===== src/rtl/seq_ctrl_pkg.sv =====
// Shared types and constants for the seq_ctrl multi-cycle control unit.
package seq_ctrl_pkg;

  typedef enum logic [2:0] {
    S_FETCH,
    S_DECODE,
    S_EXEC,
    S_MEM,
    S_HALT
  } state_t;

  typedef enum logic [2:0] {
    OP_NOP  = 3'd0,
    OP_LDI  = 3'd1,
    OP_ADDI = 3'd2,
    OP_LD   = 3'd3,
    OP_ST   = 3'd4,
    OP_BEQZ = 3'd5,
    OP_JMP  = 3'd6,
    OP_HALT = 3'd7
  } opcode_t;

  localparam logic [1:0] WB_ALU = 2'd0;
  localparam logic [1:0] WB_IMM = 2'd1;
  localparam logic [1:0] WB_MEM = 2'd2;

  localparam logic [1:0] ALU_PASS = 2'd0;
  localparam logic [1:0] ALU_ADD  = 2'd1;

  // Instruction layout: op[7:5], rd[4:3], imm3[2:0]
  localparam int unsigned OP_MSB  = 7;
  localparam int unsigned OP_LSB  = 5;
  localparam int unsigned RD_MSB  = 4;
  localparam int unsigned RD_LSB  = 3;
  localparam int unsigned IMM_MSB = 2;
  localparam int unsigned IMM_LSB = 0;

  function automatic logic is_mem_op(opcode_t op);
    return (op == OP_LD) || (op == OP_ST);
  endfunction

endpackage


===== src/rtl/seq_ctrl_if.sv =====
// Memory request/acknowledge bus between seq_ctrl (master) and memory (slave).
interface seq_ctrl_if;
  logic       mem_req;
  logic       mem_we;
  logic [7:0] mem_addr;
  logic [7:0] mem_rdata;
  logic       mem_ack;

  modport master (
    output mem_req,
    output mem_we,
    output mem_addr,
    input  mem_rdata,
    input  mem_ack
  );

  modport slave (
    input  mem_req,
    input  mem_we,
    input  mem_addr,
    output mem_rdata,
    output mem_ack
  );
endinterface


===== src/rtl/seq_ctrl_pc_unit.sv =====
// Program counter: reset load, post-fetch increment, relative add of an offset.
module pc_unit #(
  parameter int unsigned           PC_W     = 8,
  parameter logic [PC_W-1:0]       RESET_PC = '0
) (
  input  logic            clk,
  input  logic            rst,
  input  logic            inc,
  input  logic            add_en,
  input  logic [PC_W-1:0] offset,
  output logic [PC_W-1:0] pc
);

  always_ff @(posedge clk or posedge rst) begin
    if (rst) begin
      pc <= RESET_PC;
    end else if (inc) begin
      pc <= pc + PC_W'(1);
    end else if (add_en) begin
      pc <= pc + offset;
    end
  end

endmodule


===== src/rtl/seq_ctrl.sv =====
// Multi-cycle FETCH/DECODE/EXEC/MEM sequencer owning PC and IR.
// Optional SEQ_CTRL_INSTR_COUNT_EN adds a saturating retired-instruction counter.
module seq_ctrl
  import seq_ctrl_pkg::*;
#(
  parameter int unsigned     PC_W     = 8,
  parameter logic [PC_W-1:0] RESET_PC = 8'h00
) (
  input  logic            clk,
  input  logic            rst,
  seq_ctrl_if.master      mem,
  output logic [2:0]      imm_bits,
  input  logic [7:0]      imm_ext,
  output logic [1:0]      rf_sel,
  output logic            rf_we,
  output logic [1:0]      wb_sel,
  output logic [1:0]      alu_op,
  input  logic            rd_zero,
  output logic [PC_W-1:0] pc,
`ifdef SEQ_CTRL_INSTR_COUNT_EN
  output logic [15:0]     retired_cnt,
`endif
  output logic            halted
);

  state_t     state;
  logic [7:0] ir;
  opcode_t    op;
  logic       fetch_done;
  logic       pc_add;

  assign op         = opcode_t'(ir[OP_MSB:OP_LSB]);
  assign fetch_done = (state == S_FETCH) && mem.mem_ack;
  assign pc_add     = (state == S_EXEC) &&
                      ((op == OP_JMP) || ((op == OP_BEQZ) && rd_zero));

  always_ff @(posedge clk or posedge rst) begin
    if (rst) begin
      state <= S_FETCH;
      ir    <= '0;
    end else begin
      unique case (state)
        S_FETCH: if (mem.mem_ack) begin
          ir    <= mem.mem_rdata;
          state <= S_DECODE;
        end
        S_DECODE: state <= S_EXEC;
        S_EXEC: begin
          if (is_mem_op(op))      state <= S_MEM;
          else if (op == OP_HALT) state <= S_HALT;
          else                    state <= S_FETCH;
        end
        S_MEM:  if (mem.mem_ack) state <= S_FETCH;
        S_HALT: state <= S_HALT;
        default: state <= S_FETCH;
      endcase
    end
  end

  pc_unit #(
    .PC_W     (PC_W),
    .RESET_PC (RESET_PC)
  ) u_pc (
    .clk    (clk),
    .rst    (rst),
    .inc    (fetch_done),
    .add_en (pc_add),
    .offset (imm_ext),
    .pc     (pc)
  );

  // Outputs decode registered state/IR; only the LD write-back is ack-qualified.
  // rst gates mem_req because the reset state is FETCH, which otherwise requests.
  assign mem.mem_req  = !rst && ((state == S_FETCH) || (state == S_MEM));
  assign mem.mem_we   = (state == S_MEM) && (op == OP_ST);
  assign mem.mem_addr = (state == S_MEM) ? imm_ext : pc;

  assign imm_bits = ir[IMM_MSB:IMM_LSB];
  assign rf_sel   = ir[RD_MSB:RD_LSB];
  assign halted   = (state == S_HALT);

  always_comb begin
    rf_we  = 1'b0;
    wb_sel = WB_ALU;
    alu_op = ALU_PASS;
    if (state == S_EXEC) begin
      if (op == OP_LDI) begin
        rf_we  = 1'b1;
        wb_sel = WB_IMM;
      end else if (op == OP_ADDI) begin
        rf_we  = 1'b1;
        alu_op = ALU_ADD;
      end
    end else if ((state == S_MEM) && (op == OP_LD)) begin
      wb_sel = WB_MEM;
      rf_we  = mem.mem_ack;
    end
  end

`ifdef SEQ_CTRL_INSTR_COUNT_EN
  logic retire;

  assign retire = ((state == S_EXEC) && !is_mem_op(op) && (op != OP_HALT)) ||
                  ((state == S_MEM) && mem.mem_ack);

  always_ff @(posedge clk or posedge rst) begin
    if (rst) begin
      retired_cnt <= '0;
    end else if (retire && (retired_cnt != '1)) begin
      retired_cnt <= retired_cnt + 16'd1;
    end
  end
`endif

endmodule


===== src/flat_wrapper.sv =====
// flat-port wrapper written by rule: the top's interface ports become plain ports
module seq_ctrl_flat import seq_ctrl_pkg::*;
#(
  parameter int unsigned     PC_W     = 8,
  parameter logic [PC_W-1:0] RESET_PC = 8'h00
)
  (clk, rst, imm_bits, imm_ext, rf_sel, rf_we, wb_sel, alu_op, rd_zero, pc, halted, mem_mem_req, mem_mem_we, mem_mem_addr, mem_mem_rdata, mem_mem_ack);
  seq_ctrl_if mem_i ();
  input  logic clk;
  input  logic rst;
  output logic [2:0] imm_bits;
  input  logic [7:0] imm_ext;
  output logic [1:0] rf_sel;
  output logic rf_we;
  output logic [1:0] wb_sel;
  output logic [1:0] alu_op;
  input  logic rd_zero;
  output logic [PC_W-1:0] pc;
  output logic halted;
  output wire logic [$bits(mem_i.mem_req)-1:0] mem_mem_req;
  output wire logic [$bits(mem_i.mem_we)-1:0] mem_mem_we;
  output wire logic [$bits(mem_i.mem_addr)-1:0] mem_mem_addr;
  input wire logic [$bits(mem_i.mem_rdata)-1:0] mem_mem_rdata;
  input wire logic [$bits(mem_i.mem_ack)-1:0] mem_mem_ack;
  assign mem_mem_req = mem_i.mem_req;
  assign mem_mem_we = mem_i.mem_we;
  assign mem_mem_addr = mem_i.mem_addr;
  assign mem_i.mem_rdata = mem_mem_rdata;
  assign mem_i.mem_ack = mem_mem_ack;
  seq_ctrl #(.PC_W(PC_W), .RESET_PC(RESET_PC)) u_core (.clk(clk), .rst(rst), .mem(mem_i), .imm_bits(imm_bits), .imm_ext(imm_ext), .rf_sel(rf_sel), .rf_we(rf_we), .wb_sel(wb_sel), .alu_op(alu_op), .rd_zero(rd_zero), .pc(pc), .halted(halted));
endmodule

===== config.mk =====
export PLATFORM = sky130hd
export DESIGN_NAME = seq_ctrl_flat
export DESIGN_NICKNAME = d
export VERILOG_FILES = /design/src/rtl/seq_ctrl_pkg.sv /design/src/rtl/seq_ctrl_if.sv /design/src/rtl/seq_ctrl_pc_unit.sv /design/src/rtl/seq_ctrl.sv /design/src/flat_wrapper.sv
export SDC_FILE = /design/constraint.sdc
export NUM_CORES = 1
export LEC_CHECK = 0
export CORE_MARGIN = 8
export CORE_UTILIZATION = 25
export CTS_CLUSTER_SIZE = 28
export DETAILED_ROUTE_END_ITERATION = 10
export SLEW_MARGIN = 10
export SYNTH_ARGS = -nofsm -noshare
export SYNTH_HDL_FRONTEND = slang
export SYNTH_SLANG_ARGS = --single-unit
export TNS_END_PERCENT = 30

===== constraint.sdc =====
create_clock -name clk -period 3.92 [get_ports clk]
set_input_delay 0.392 -clock clk [delete_from_list [all_inputs] [get_ports clk]]
set_output_delay 0.392 -clock clk [all_outputs]
set_load 0.005 [all_outputs]

==> results.sh <==
export IMPL_status="finished, final reports clean"
export IMPL_antenna_found_initial=0
export IMPL_placed_cell_area_um2=1870
export IMPL_drv_slew=0
export IMPL_fin_setup_tns_ns=0
export IMPL_placement_io_buffers=47
export IMPL_fp_dieW_um=89.9
export IMPL_grt_use_met2_pct=13.3
export IMPL_vias_per_cell=4.36
export IMPL_p_int_uw=904
export IMPL_clk_pin_slew_worst_paths_ns=0.07
export IMPL_slew_headroom_pct=51.0
export IMPL_drt_antenna_violating_nets=0
export IMPL_path_class="in -> reg"
export IMPL_root_buffer="clkbuf_8"
export IMPL_timing_rr_start="u_core.state[0]"
export IMPL_worst_pin_slew_ns=0.734
export IMPL_skew_ns=0.00486
export IMPL_total_power_mw=1.46
export IMPL_worst_r2r_setup_slack_ns=1.37
export IMPL_grt_pass1_vias=1163
export IMPL_diodes=0
export IMPL_first_iter_violations=45
export IMPL_finalHoldViolations=0
export IMPL_worstHoldEndpoint="u_core.u_pc.pc[7]"
export IMPL_synthToLayoutAreaGrowth_pct=40.1
export IMPL_fin_crit_ns=2.65
export IMPL_grt_ovfl_total=0
export IMPL_drive_above_1_share_pct=14.1
export IMPL_arrival_ns=2.82
export IMPL_vias=1121
export IMPL_die_h_um=89.9
export IMPL_dpl_worst_slack_ns=0.993
export IMPL_syn_inst=143
export IMPL_pwr_share_comb_pct=61.6
export IMPL_grt_busiest_layer="met2"
export IMPL_core_area_um2=5410
export IMPL_grt_max_degree=20
export IMPL_synthesis_nets=171
export IMPL_fill_cells=589
export IMPL_grt_pass1_wl_mm=5.87
export IMPL_hpwl_mm=2.74
export IMPL_cp_start_kind="input port"
export IMPL_timing_final_crit_share_pct=67.6
export IMPL_ioPinCount=49
export IMPL_clockPowerShare_pct=9.5
export IMPL_row_count=27
export IMPL_die_area_um2=8080
export IMPL_syn_mean_instance_area_um2=9.55
export IMPL_min_path_type="reg -> reg"
export IMPL_cp_end_kind="flop"
export IMPL_power_density_nw_per_um2=765
export IMPL_dp_cells=253
export IMPL_fin_ws_ns=1.27
export IMPL_p_switching_uw=559
export IMPL_vdd_drop_max_v=0.000304
export IMPL_setup_violations=0
export IMPL_fin_area_um2=1910
export IMPL_htreeDepth=1
export IMPL_yosysWarnings=0
export IMPL_netlist_area_um2=1370
export IMPL_p_leak_nw=0.780
export IMPL_sw_frac_of_total_pct=38.2
export IMPL_grtUsageTotal_pct=8.74
export IMPL_gp_congestion=0.821
export IMPL_ys_ff_latch=19
export IMPL_crit_path_max_fanout=6
export IMPL_seq_area_frac_synth_pct=34.8
export IMPL_cts_tree="built"
export IMPL_ff2ff_path_depth=10
export IMPL_clock_sinks=19
export IMPL_cap_violations=0
export IMPL_cts_path_max_buffers=2
export IMPL_dr_pass1_iters=4
export IMPL_rsz0062_at_grt="false"
export IMPL_cts_resized=0
export IMPL_post_cts_buffers=0
export IMPL_use_met1_pct=11.1
export IMPL_utilization_pct=35.4
export IMPL_numCtsBuffers=3
export IMPL_drt_wl_total_mm=3.46
export IMPL_hp_start="u_core.u_pc.pc[7]"
export IMPL_critical_path_required_ns=4.09
export IMPL_start_util_pct=25.3
export IMPL_hold_ws_ns=0.507
export IMPL_avgRoutedWirePerCell_um=13.4
export IMPL_worstSkewPairLatency_ns=0.26
export IMPL_nets=214
export IMPL_rr_endpoint="u_core.u_pc.pc[6]"
export IMPL_seqPwrFrac_pct=28.9
export IMPL_grt_use_met3_pct=2.91
export IMPL_fin_cells=257
export IMPL_ctsHoldBuffers=0
export IMPL_drc_errors=0
export IMPL_worstHoldPathCells=1
export IMPL_fmax_mhz=377
export IMPL_yosysUniqueCellTypes=38
[power by group through the flow]
stage / logic, mW / registers [mW] / clock network (mW)
floorplan: 0.601 / 0.374 / 0
global placement: 0.909 / 0.427 / 0
detailed placement: 0.911 / 0.428 / 0
CTS: 0.918 / 0.424 / 0.144
global route: 1.01 / 0.445 / 0.152
finish: 0.901 / 0.423 / 0.139
[registers in the layout (all words and copies together), names as in the netlist]
signal          flops
u_core.ir           8
u_core.state        3
u_core.u_pc.pc      8
[how the worst max path moves through the flow]
stage | startpoint | to | depth (start not counted)
2_1_floorplan | u_core.state[1] | u_core.u_pc.pc[6] | 12
3_3_place_gp | mem_mem_ack | u_core.u_pc.pc[6] | 11
3_5_place_dp | mem_mem_ack | u_core.u_pc.pc[6] | 11
4_1_cts | mem_mem_ack | u_core.u_pc.pc[6] | 11
5_1_grt | mem_mem_ack | u_core.u_pc.pc[6] | 11
6_report | mem_mem_ack | u_core.u_pc.pc[6] | 11
[area by class of cell]
cell class / instances / area, um2 / share of cell area (%)
Timing Repair Buffer: 49 / 485 / 25.4
Inverter: 6 / 22.5 / 1.18
Multi-Input combinational cell: 107 / 793 / 41.5
Clock buffer: 4 / 45.0 / 2.36
Sequential cell: 19 / 475 / 24.9
Tap cell: 72 / 90.1 / 4.71
[cell families after synthesis]
| group | synth area share (%) |
|---|---|
| AND/OR/NAND/NOR | 19.0 |
| AO/OA/AOI/OAI | 12.9 |
| flip-flops | 34.8 |
| multiplexers | 14.8 |
| buffers and inverters | 7.06 |
| adder cells (fa/ha/maj) | 7.88 |
| XOR/XNOR | 3.21 |
| other | 0.275 |
[worst max-delay path: stages]
cell	delay [ns]
clkdlybuf4s50_1	0.54
nor4b_4	0.33
or2_2	0.17
ha_1	0.17
inv_1	0.06
fa_1	0.40
nor2b_1	0.16
o31a_1	0.16
o21ai_0	0.09
nor3b_1	0.15
o31ai_1	0.20
[synthesized netlist by cell type (all sizes together)]
| master | count | area, um2 |
|---|---|---|
| dfrtp | 19 | 475 |
| nor2b | 8 | 50.1 |
| fa | 1 | 20.0 |
| and2 | 1 | 6.26 |
| and3 | 1 | 6.26 |
| conb | 1 | 3.75 |
| nand3b | 1 | 7.51 |
| clkbuf | 2 | 7.51 |
| nor3b | 2 | 15.0 |
| o31a | 1 | 8.76 |
| or2 | 1 | 6.26 |
| nor2 | 7 | 26.3 |
| o211ai | 1 | 7.51 |
| nor4bb | 1 | 10.0 |
| nor4b | 1 | 23.8 |
| nor4 | 1 | 6.26 |
| a31oi | 2 | 12.5 |
| mux2 | 18 | 203 |
| o21a | 1 | 7.51 |
| xor2 | 5 | 43.8 |
| a21o | 1 | 7.51 |
| a21oi | 7 | 35.0 |
| o21ai | 12 | 60.1 |
| nand4 | 1 | 6.26 |
| a211oi | 1 | 7.51 |
| nor3 | 3 | 20.0 |
| o31ai | 2 | 15.0 |
| nand2 | 12 | 45.0 |
| nand2b | 4 | 25.0 |
| buf | 9 | 66.3 |
| o21bai | 1 | 7.51 |
| nand3 | 1 | 5.00 |
| inv | 6 | 22.5 |
| a21boi | 1 | 7.51 |
| ha | 7 | 87.6 |
[cell usage in the layout (no fill, tap or decap), drive strengths merged]
| cell type | synthesis | routed |
|---|---|---|
| clkdlybuf4s50 | 0 | 47 |
| dfrtp | 19 | 19 |
| mux2 | 18 | 18 |
| nand2 | 12 | 12 |
| o21ai | 12 | 12 |
| nor2b | 8 | 8 |
| a21oi | 7 | 7 |
| nor2 | 7 | 7 |
| ha | 7 | 7 |
| inv | 6 | 6 |
| xor2 | 5 | 5 |
| nand2b | 4 | 4 |
| clkbuf | 2 | 4 |
| nor3 | 3 | 3 |
| o31ai | 2 | 2 |
| nor3b | 2 | 2 |
| a31oi | 2 | 2 |
| buf | 9 | 2 |
| nand4 | 1 | 1 |
| and2 | 1 | 1 |
| nor4b | 1 | 1 |
| or2 | 1 | 1 |
| nor4bb | 1 | 1 |
| nand3 | 1 | 1 |
| nor4 | 1 | 1 |
| nand3b | 1 | 1 |
| a21o | 1 | 1 |
| o21a | 1 | 1 |
| o31a | 1 | 1 |
| a211oi | 1 | 1 |
| o21bai | 1 | 1 |
| a21boi | 1 | 1 |
| o211ai | 1 | 1 |
| and3 | 1 | 1 |
| fa | 1 | 1 |
| conb | 1 | 1 |
[metal layers]
metal | vias up | part of all wire, %
met4 | 0 | 1.4
met1 | 505 | 48
met5 | - | 0
met2 | 29 | 44
met3 | 5 | 5.9
li1 | 582 | -
Power figures use the tool's default switching activity.
